==> src/rtl/pulse_hs_pkg.sv <==
// pulse_hs_pkg: shared FSM state encoding and handshake mode constants
// for the multi-channel pulse handshake transmitter.
package pulse_hs_pkg;

    typedef enum logic [1:0] {
        IDLE     = 2'd0,
        REQ      = 2'd1,
        WAIT_LOW = 2'd2
    } state_e;

    localparam int MODE_4PH = 0;
    localparam int MODE_2PH = 1;

endpackage

==> src/rtl/pulse_hs_tx_chan.sv <==
// pulse_hs_tx_chan: one transmitter channel with ack synchroniser, pending
// event counter and req/ack handshake FSM; all outputs come from flops or registered state.
module pulse_hs_tx_chan
    import pulse_hs_pkg::*;
#(
    parameter int CNT_W       = 4,
    parameter int SYNC_STAGES = 2,
    parameter int MODE        = MODE_4PH
) (
    input  logic             clk1,
    input  logic             rst1,
    input  logic             sin_i,
    input  logic             ovf_clr_i,
    input  logic             ack_i,
    output logic             req_o,
    output logic             busy_o,
    output logic             done_o,
    output logic [CNT_W-1:0] pending_o,
    output logic             overflow_o
);

    logic [SYNC_STAGES-1:0] sync_q;
    logic [CNT_W-1:0]       cnt_q, cnt_d;
    logic                   ovf_q, ovf_d;
    logic                   req_q, done_q;
    logic                   ack_s, launch, full;
    state_e                 state_q;

    assign ack_s = sync_q[SYNC_STAGES-1];

    // A pulse arriving in the launch cycle replaces the launched event, so the count holds.
    always_comb begin
        launch = (state_q == IDLE) && (cnt_q != '0);
        full   = &cnt_q;
        cnt_d  = launch ? (sin_i ? cnt_q : cnt_q - 1'b1)
                        : ((sin_i && !full) ? cnt_q + 1'b1 : cnt_q);
        ovf_d  = (sin_i && full && !launch) || (ovf_q && !ovf_clr_i);
    end

    always_ff @(posedge clk1 or posedge rst1) begin
        if (rst1) begin
            sync_q  <= '0;
            cnt_q   <= '0;
            ovf_q   <= 1'b0;
            req_q   <= 1'b0;
            done_q  <= 1'b0;
            state_q <= IDLE;
        end else begin
            sync_q <= {sync_q[SYNC_STAGES-2:0], ack_i};
            cnt_q  <= cnt_d;
            ovf_q  <= ovf_d;
            done_q <= 1'b0;
            case (state_q)
                IDLE: if (launch) begin
                    state_q <= REQ;
                    req_q   <= (MODE == MODE_2PH) ? !req_q : 1'b1;
                end
                REQ: if ((MODE == MODE_2PH) ? (ack_s == req_q) : ack_s) begin
                    state_q <= (MODE == MODE_2PH) ? IDLE : WAIT_LOW;
                    req_q   <= (MODE == MODE_2PH) ? req_q : 1'b0;
                    done_q  <= 1'b1;
                end
                WAIT_LOW: if (!ack_s) state_q <= IDLE;
                default: state_q <= IDLE;
            endcase
        end
    end

    assign req_o      = req_q;
    assign done_o     = done_q;
    assign pending_o  = cnt_q;
    assign overflow_o = ovf_q;
    assign busy_o     = (state_q != IDLE) || (cnt_q != '0);

endmodule

==> src/rtl/pulse_hs_tx_mc.sv <==
// pulse_hs_tx_mc: multi-channel source-side pulse handshake transmitter;
// independent channels, no arbitration, outputs packed per channel.
module pulse_hs_tx_mc
    import pulse_hs_pkg::*;
#(
    parameter int CHANNELS    = 4,
    parameter int CNT_W       = 4,
    parameter int SYNC_STAGES = 2,
    parameter int MODE        = MODE_4PH
) (
    input  logic                      clk1,
    input  logic                      rst1,
    input  logic [CHANNELS-1:0]       sin,
    input  logic                      ovf_clr,
    input  logic [CHANNELS-1:0]       ack_in,
    output logic [CHANNELS-1:0]       req_out,
    output logic [CHANNELS-1:0]       busy,
    output logic [CHANNELS-1:0]       done,
    output logic [CHANNELS*CNT_W-1:0] pending,
    output logic [CHANNELS-1:0]       overflow
);

    for (genvar c = 0; c < CHANNELS; c++) begin : g_ch
        pulse_hs_tx_chan #(
            .CNT_W      (CNT_W),
            .SYNC_STAGES(SYNC_STAGES),
            .MODE       (MODE)
        ) u_chan (
            .clk1      (clk1),
            .rst1      (rst1),
            .sin_i     (sin[c]),
            .ovf_clr_i (ovf_clr),
            .ack_i     (ack_in[c]),
            .req_o     (req_out[c]),
            .busy_o    (busy[c]),
            .done_o    (done[c]),
            .pending_o (pending[c*CNT_W +: CNT_W]),
            .overflow_o(overflow[c])
        );
    end

endmodule
==> config.mk <==
export PLATFORM = sky130hd
export DESIGN_NAME = pulse_hs_tx_mc
export DESIGN_NICKNAME = d
export VERILOG_FILES = /design/src/rtl/pulse_hs_pkg.sv /design/src/rtl/pulse_hs_tx_chan.sv /design/src/rtl/pulse_hs_tx_mc.sv
export SDC_FILE = /design/constraint.sdc
export NUM_CORES = 1
export LEC_CHECK = 0
export CAP_MARGIN = 30
export CORE_UTILIZATION = 35
export CTS_CLUSTER_SIZE = 40
export DETAILED_ROUTE_END_ITERATION = 10
export HOLD_SLACK_MARGIN = 0.08
export PLACE_DENSITY = 0.72
export SYNTH_ARGS = -nofsm -noshare
export SYNTH_HDL_FRONTEND = slang
export SYNTH_SLANG_ARGS = --single-unit
==> constraint.sdc <==
create_clock -name clk1 -period 2.3 [get_ports clk1]
set_input_delay 0.23 -clock clk1 [delete_from_list [all_inputs] [get_ports clk1]]
set_output_delay 0.23 -clock clk1 [all_outputs]
set_load 0.01 [all_outputs]
Yosys cells after proc, flatten, opt, wreduce, memory -nomap -nowiden --
Cells that the tools add are included.
Word-level totals: input port bits 11, word-level logic and storage cells 177, output and inout port bits 32, register bits 44
Operators by class: add/subtract/negate cells 8, reduce and logical (&&, ||, !) cells 73, equality and inequality tests 24, muxes and demuxes 48
Operators by type and width (number):
- 2-to-1 mux 4 bit | 12
- 2-to-1 mux 2 bit | 12
- case mux 2 bit (3 select lines) | 4
- AND reduction 3 bit | 8
- nonzero test 2 bit | 12
- logical AND 1 bit | 20
- adder 4 x 1 -> 4 bit, second input constant | 4
- 2-to-1 mux 1 bit | 16
- inequality test 2 x 1 -> 1 bit, second input constant | 8
- inequality test 2 bit, second input constant | 8
- AND reduction 4 bit | 4
- nonzero test 4 bit | 4
- subtractor 4 x 1 -> 4 bit, second input constant | 4
- zero test 1 bit | 9
- == test 2 x 1 -> 1 bit, second input constant | 4
- == test 2 bit, second input constant | 4
- zero test 2 bit | 4
- logical OR 1 bit | 8
- case mux 1 bit (2 select lines) | 4
- AND reduction 2 bit | 4

Logic depth before layout (Yosys ltp) --
Gate-level depths: netlist of the first run.
word-level depth 5, depth in mapped cells 10, gate-level depth less buffers 8

Modules after synthesis --
Synthesis of the first run repeated with hierarchy kept, for this count alone.
Second synthesis, totals: cell total of the unflattened synthesis 212, area total of the unflattened synthesis 2127.0 sq um
Modules (own cells, without submodules):
- pulse_hs_tx_chan | sequential area each 275.3 sq um, area an instance 531.8 sq um, times used 4, cells each 53

Least setup slack after synthesis of the first run --
No wires, ideal clock.
path type flip-flop to flip-flop, start point register g_ch[3].u_chan.state_q[1], end point register g_ch[3].u_chan.cnt_q[2], path buffers 2, arrival time 2058 ps, period minus slack after synthesis 2201 ps, stages on the path, launching flop included 11, required time 2158 ps, path slack 99 ps, setup time 142 ps, cell sequence dfrtp_1 or2_1 buf_6 or2_1 buf_6 xnor2_1 ha_1 nor4_1 a21oi_1 o22ai_1 a221oi_2
On the way: cells in the longest elaborated chain, start to end 4, elaborated cells between the ends (all ways) 6, classes of those cells 1 x eq/ne; 1 x mux; 4 x reduce/logical
RTL lines:
- start, declared | RTL line pulse_hs_tx_chan.sv:27 | state_e state_q;
- start signal, assigned | RTL line pulse_hs_tx_chan.sv:59 | state_q <= (MODE == MODE_2PH) ? IDLE : WAIT_LOW;
- zero test 2 bit (*) | RTL line pulse_hs_tx_chan.sv:33 | launch = (state_q == IDLE) && (cnt_q != '0);
- logical AND 1 bit (*) | RTL line pulse_hs_tx_chan.sv:33
- inequality test 2 bit (no source line) or nonzero test 2 bit (tied branches)
- AND reduction 2 bit (no source line)
- end signal, assigned | RTL line pulse_hs_tx_chan.sv:50 | cnt_q <= cnt_d;
- end, declared | RTL line pulse_hs_tx_chan.sv:23 | logic [CNT_W-1:0] cnt_q, cnt_d;
Mark *: on every way between the ends. The rest lies on a longest branch, timed or not. A chain may end at the register's enable or synchronous reset.

Worst setup path in the final report of the first run --
Same ends and word-level chain as after synthesis.

==> flow_summary.ini, run 1 <==
[cts]
path_clk_slew_ns = 0.08
clk_path_buf_depth = 2
clkLatencyLatePin_ns = 0.29
cts_sinks = 44
cts_tree = yes
cts_buffers = 5
post-cts-setup-buffers = 0
ctsHoldBuffers = 0
h-tree-depth = 2
root_buffer = clkbuf_8
cts_resized = 0

[critical_path]
start_kind = flip-flop
cp.depth = 8
crit_buf_inv = 0
critPathLaunch = g_ch[3].u_chan.state_q[1]
crit-reg2reg-launch = g_ch[3].u_chan.state_q[1]
worstSetupEndpoint = g_ch[3].u_chan.pending_o[2]
r2r_slack_ns = 0.13
crit_type = reg -> reg
worstPathArrival_ns = 2.34
rr_worst_depth = 8
crit_fanout = 6
path_cells = or2_1, or2_1, xnor2_1, ha_1, nor4_4, a21oi_1, o22ai_1, a221oi_2
crit_family = simple AND/OR/NAND/NOR gates
crit_top_cell = or2_1
slowest_stage = dfrtp_1
required_ns = 2.47
r2r-end = g_ch[3].u_chan.pending_o[2]
end_kind = flip-flop
crit_path_max_incr_delay_ns = 0.46

[detailed_routing]
drc_errors = 0
ant_nets = 0
drt-total-wl_mm = 3.915
wl_per_cell_um = 12.55
via_per_inst = 5.045
drt_iter0_drc = 86
vias = 1574
drt_first_pass_iters = 4

[floorplanning]
initial_core_util_pct = 36.43
core_area_um2 = 5956
die_width_um = 80.73
die_y_um = 80.73
row_count = 28
io_pins = 43
die_area_um2 = 6517

[synth]
synthesis.instances = 205
synthFlopType = dfrtp_1
yosysTopAreaCell = dfrtp_1
yosysUniqueCellTypes = 44
synth_area_leaders = dfrtp_1, buf_4, xnor2_1
syn_avg_cell_area_um2 = 10.58
synth_edf_count = 0
synthArstFlopShare_pct = 100.0
yosysSeqAreaShare_pct = 50.75
syn_area_um2 = 2170
ys_seq_elements = 44
synth_nets = 220
ys_warn_count = 0
synth_top_area_share_pct = 50.75

[final_layout]
area_growth_pct = 24.86
finalInstanceArea_um2 = 2709
final_cells = 312
layout_common_cells = dfrtp_1, clkdlybuf4s50_1, nand2_1, nor2_1, o21ai_0
final_common_cell = dfrtp_1
diodes = 0
nNetsFinal = 251
layout-drive-gt1-share_pct = 12.66

[sta]
finalHoldViolations = 0
finalSetupViolCount = 0
period_share_pct = 94.48
fmax_mhz = 460.2
worstMarginPinSlew_ns = 0.4736
fin_crit_ns = 2.173
fin_worst_skew_ns = 0.01033
fin_hold_ws_ns = 0.2677
relSlewSlack_pct = 68.38
slew_viol_final = 0

[placed_design]
dp.cells = 304
gp_congestion = 0.8057
place_hpwl_mm = 2.778
port_buffers = 42
placed_cell_area_um2 = 2567

[status]
outcome = finished clean

[worst_hold_path]
hp-class = in -> async

[flow_run]
maxCapViolCount = 0

[global_route]
track_usage_pct = 13.15
grt_max_degree = 24
grt_first_pass_wirelength_mm = 6.548
grt_pass1_vias = 1413
overflow = 0
antenna_found_initial = 0

[power]
p_total_uw = 3922
p_per_area_nw_per_um2 = 1448
ir_drop_v = 0.0006499
p_leak_uw = 0.001122
worst min path at each step:
| stage | cells past startpoint | slack [ns] | startpoint | endpoint |
|---|---|---|---|---|
| 2_1_floorplan | 0 | 0.26 | ack_in[0] | g_ch[0].u_chan.sync_q[0] |
| 6_report | 2 | 0.27 | rst1 | g_ch[1].u_chan.pending_o[3] |
| 3_3_place_gp | 0 | 0.33 | g_ch[3].u_chan.sync_q[0] | g_ch[3].u_chan.sync_q[1] |
| 5_1_grt | 2 | 0.31 | rst1 | g_ch[1].u_chan.pending_o[3] |
| 3_5_place_dp | 0 | 0.33 | g_ch[3].u_chan.sync_q[0] | g_ch[3].u_chan.sync_q[1] |
| 4_1_cts | 2 | 0.29 | rst1 | g_ch[1].u_chan.pending_o[3] |
metrics by stage:
step / worst slack [ns] / utilization, % / TNS (ns)
floorplan: 0.09924 / - / 0
global placement: 0.2305 / 43.11 / 0
detailed placement: 0.1769 / 43.11 / 0
CTS: 0.1130 / 45.23 / 0
global route: -0.01516 / 45.48 / -0.01516
finish: 0.1270 / 45.48 / 0
registers in the layout (all words and copies together), names as in the netlist:
register and flops:
g_ch.u_chan.done_o 4, g_ch.u_chan.overflow_o 4, g_ch.u_chan.pending_o 16, g_ch.u_chan.req_o 4, g_ch.u_chan.state_q 8, g_ch.u_chan.sync_q 8
synth_stat cells (3+ instances only):
| library cell | number |
|---|---|
| a41oi_1 | 4 |
| nand2_1 | 14 |
| a211oi_1 | 3 |
| o21ai_0 | 9 |
| a21oi_1 | 7 |
| or2_2 | 4 |
| mux2_2 | 3 |
| nand4_1 | 4 |
| xor2_1 | 5 |
| o22ai_1 | 6 |
| or4_1 | 3 |
| and2_1 | 4 |
| dfrtp_1 | 44 |
| ha_1 | 4 |
| nor2_1 | 11 |
| clkbuf_1 | 7 |
| nor3_1 | 3 |
| xnor2_1 | 8 |
| o211ai_1 | 3 |
| nand2b_1 | 4 |
| inv_1 | 9 |
| buf_4 | 16 |
routing by layer:
| metal | track usage, % | routed length, um |
|---|---|---|
| met4 | 4.821 | 49 |
| met5 | 0 | 0 |
| met1 | 17.77 | 1890 |
| met3 | 3.933 | 173 |
| met2 | 19.92 | 1802 |
cell type report:
| class | instances | area [um^2] |
|---|---|---|
| Fill cell | 568 | 3247 |
| Tap cell | 75 | 93.84 |
| Inverter | 9 | 33.78 |
| Multi-Input combinational cell | 127 | 880.8 |
| Clock buffer | 7 | 96.34 |
| Clock inverter | 1 | 30.03 |
| Timing Repair Buffer | 49 | 473.0 |
| Sequential cell | 44 | 1101 |
worst register-to-register path: cells and delay by family (launching register included):
family	cells	cell delay, ns
and+or+nand+nor	3	0.84
DFF	1	0.46
AOI/OAI and AO/OA	3	0.33
adders and majority gates	1	0.26
xor gates and xnor gates	1	0.16
power breakdown:
| group | leakage, uW | internal (uW) | total (uW) | switching (uW) |
|---|---|---|---|---|
| sequential | 0.000533 | 1050 | 1400 | 351 |
| combinational | 0.000525 | 1030 | 1880 | 850 |
| clock | 0.0000645 | 383 | 638 | 255 |
| total | 0.00112 | 2470 | 3920 | 1460 |
cells by family (layout without fill, tap and decap cells):
logic type	Yosys count	in the layout	share of synthesized area (%)
compound gates	45	45	14.59
fa+ha+maj	4	4	2.307
buf+inv	34	66	9.343
mux	4	4	2.018
simple gates	61	61	15.74
xor+xnor	13	13	5.248
flops	44	44	50.75
(Power assumes the default switching activity.)
==> run 2: changes to the inputs <==
--- a/config.mk
+++ b/config.mk
@@ -11,6 +11,8 @@
 export DETAILED_ROUTE_END_ITERATION = 10
 export HOLD_SLACK_MARGIN = 0.08
 export PLACE_DENSITY = 0.72
+export SKIP_LAST_GASP = 1
 export SYNTH_ARGS = -nofsm -noshare
 export SYNTH_HDL_FRONTEND = slang
+export SYNTH_HIERARCHICAL = 1
 export SYNTH_SLANG_ARGS = --single-unit
==> run 2 against run 1 <==
Sequential share of layout area increased by 0.11 points; cell area decreased by 0.28%; via count increased by 5.3%; largest cell class unchanged; global-route usage increased by 0.92 points; fmax increased by 5.3%.
==> flow_summary.ini, run 2 <==
[synth]
synthSimpleGateAreaFrac_pct = 18.35
synth-xor-area-share_pct = 4.941
synth_common_cells = dfrtp_1, nand2_1, inv_1
synth_edf_count = 0
yosysTopAreaCell = dfrtp_1
synth_area_leaders = dfrtp_1, xnor2_1, nand2_1
syn_area_um2 = 2127
ys_seq_elements = 44
synth-compound-area-share_pct = 16.24
synthFlopType = dfrtp_1
synthArstFlopShare_pct = 100.0
syn_avg_cell_area_um2 = 10.03
yosysMostFrequentCell = dfrtp_1
synthesis.instances = 212
yosysUniqueCellTypes = 24
yosysSeqAreaShare_pct = 51.76
synth_mux_area_share_pct = 0
synth_top_area_share_pct = 51.76
synth_top_family_by_area = simple AND/OR/NAND/NOR gates
synth_nets = 227
synth_fa_ha_area_share_pct = 2.353
ys_warn_count = 6

[floorplanning]
die_y_um = 79.96
io_pins = 43
row_count = 28
core_area_um2 = 5886
die_width_um = 79.96
die_area_um2 = 6393
initial_core_util_pct = 36.14

[final_layout]
multi_input_area_um2 = 890.9
final_common_cell = dfrtp_1
area_growth_pct = 27.00
finalInstanceArea_um2 = 2701
n_fill_cell = 581
final_cells = 333
layout_common_cells = dfrtp_1, clkdlybuf4s50_1, nand2_1, inv_1
largest_reg_flops = 16
seq_area_um2 = 1101
layout-drive-gt1-share_pct = 8.527
diodes = 0
nNetsFinal = 272

[detailed_routing]
ant_nets = 0
wl_per_cell_um = 12.37
drt_iter0_drc = 47
drt-total-wl_mm = 4.120
drt_first_pass_iters = 4
drc_errors = 0
vias = 1658
via_per_inst = 4.979

[cts]
root_buffer = clkbuf_8
cts_resized = 0
path_clk_slew_ns = 0.08
cts_tree = yes
h-tree-depth = 2
cts_buffers = 5
clk_path_buf_depth = 2
cts_sinks = 44
clkLatencyLatePin_ns = 0.29
post-cts-setup-buffers = 0
ctsHoldBuffers = 0

[global_route]
met3_usage_pct = 4.114
antenna_found_initial = 0
grt_max_degree = 13
grt_first_pass_wirelength_mm = 6.941
use_met2_pct = 21.79
grt_use_met1_pct = 18.89
overflow = 0
track_usage_pct = 14.07
grt_pass1_vias = 1522
grt_busiest_layer = met2

[critical_path]
crit_path_max_incr_delay_ns = 0.49
crit_type = reg -> out
worstPathArrival_ns = 1.83
crit_fanout = 9
required_ns = 2.07
path_cells = buf_4, nor4_1, nand2_1, clkdlybuf4s50_1
slowest_stage = clkdlybuf4s50_1
start_kind = flip-flop
end_kind = output pin

[sta]
fmax_mhz = 484.6
slew_viol_final = 0
finalSetupViolCount = 0
finalSetupTns_ns = 0
rsz0062_at_grt = false
finalHoldViolations = 0
fin_hold_ws_ns = 0.3157
relSlewSlack_pct = 69.56
worstMarginPinSlew_ns = 0.4525
fin_worst_skew_ns = 0.003679
fin_crit_ns = 2.064
period_share_pct = 89.73

[placed_design]
port_buffers = 42
gp_congestion = 0.8495
dp.cells = 325
place_hpwl_mm = 2.993
placed_cell_area_um2 = 2611

[power]
ir_drop_v = 0.0005655
p_per_area_nw_per_um2 = 1363
p_clk_share_pct = 13.4
p_seq_share_pct = 35.3
internal_power_uw = 2234
p_switching_uw = 1448
p_leak_uw = 0.001124
p_comb_share_pct = 51.3
switching_share_pct = 39.32

[flow_run]
maxCapViolCount = 0

[status]
outcome = finished clean

[worst_hold_path]
hp-class = in -> async
## run 2: cell types whose count changed in the layout (fill, tap and decap cells not counted), sizes merged, moves of 5 or more
cell	change
inv	+11
nand2	+9
nor2	+5
o21ai	+6
xor2	-5
o211ai	+5
## run 2: layer usage
layer / up-vias / wire [um]
met3: 5 / 160
met1: 791 / 1990
met2: 28 / 1929
met4: 0 / 40
li1: 834 / -
met5: - / 0
## run 2: area by class of cell
class | count | share of cell area (%)
flip-flops and latches | 44 | 40.76
repair buffers | 46 | 16.67
clock buffers | 8 | 3.335
well taps | 75 | 3.474
multi-input cells | 140 | 32.98
inverters | 20 | 2.779
## run 2: path summary, 6_finish.rpt
path | from | cells after the start | to | slack (ns)
worst max-delay path | g_ch[1].u_chan/pending_o[1] | 4 | busy[1] | 0.24
worst min-delay path | rst1 | 2 | g_ch[3].u_chan/pending_o[1] | 0.32
worst max register to register | g_ch[3].u_chan/pending_o[0] | 6 | g_ch[3].u_chan/pending_o[1] | 0.31
worst min register to register | g_ch[0].u_chan/sync_q[0] | 0 | g_ch[0].u_chan/sync_q[1] | 0.35
max in group asynchronous | rst1 | 2 | g_ch[2].u_chan/state_q[0] | 1.68
min in group clk1 | g_ch[0].u_chan/sync_q[0] | 0 | g_ch[0].u_chan/sync_q[1] | 0.35
## run 2: logic make-up after synthesis
logic type                 after synthesis
AOI/OAI and AO/OA                       52
buffers and inverters                   28
xor gates and xnor gates                12
adders and majority gates                4
and+or+nand+nor                         72
DFF                                     44
## run 2: power by group through the flow
stage	combinational (uW)	sequential, uW	clock, uW
floorplan	1200	1350	0
global placement	1860	1300	0
detailed placement	1890	1320	0
CTS	1900	1300	511
global route	2100	1350	543
finish	1890	1300	493
## run 2: per-stage QoR
step                utilization (%)  worst slack [ns]  total power, uW
finish                        45.90            0.2363             3682
global route                  45.90           0.09306             3987
floorplan                         -            0.4140             2548
global placement              44.37            0.3683             3156
detailed placement            44.37            0.3276             3203
CTS                           45.90            0.2258             3715
## run 2: critical path, delay by kind of cell (launching register included)
kind / cells / cell delay [ns]
flip-flops: 1 / 0.40
buffers and inverters: 2 / 0.66
AND/OR/NAND/NOR: 2 / 0.49
==> run 3: changes to the inputs <==
--- a/config.mk
+++ b/config.mk
@@ -5,7 +5,7 @@
 export SDC_FILE = /design/constraint.sdc
 export NUM_CORES = 1
 export LEC_CHECK = 0
-export CAP_MARGIN = 30
+export CAP_MARGIN = 20
 export CORE_UTILIZATION = 35
 export CTS_CLUSTER_SIZE = 40
 export DETAILED_ROUTE_END_ITERATION = 10
==> results of run 3 <==
The final DEF is identical to that of run 2; final timing and power are the same.
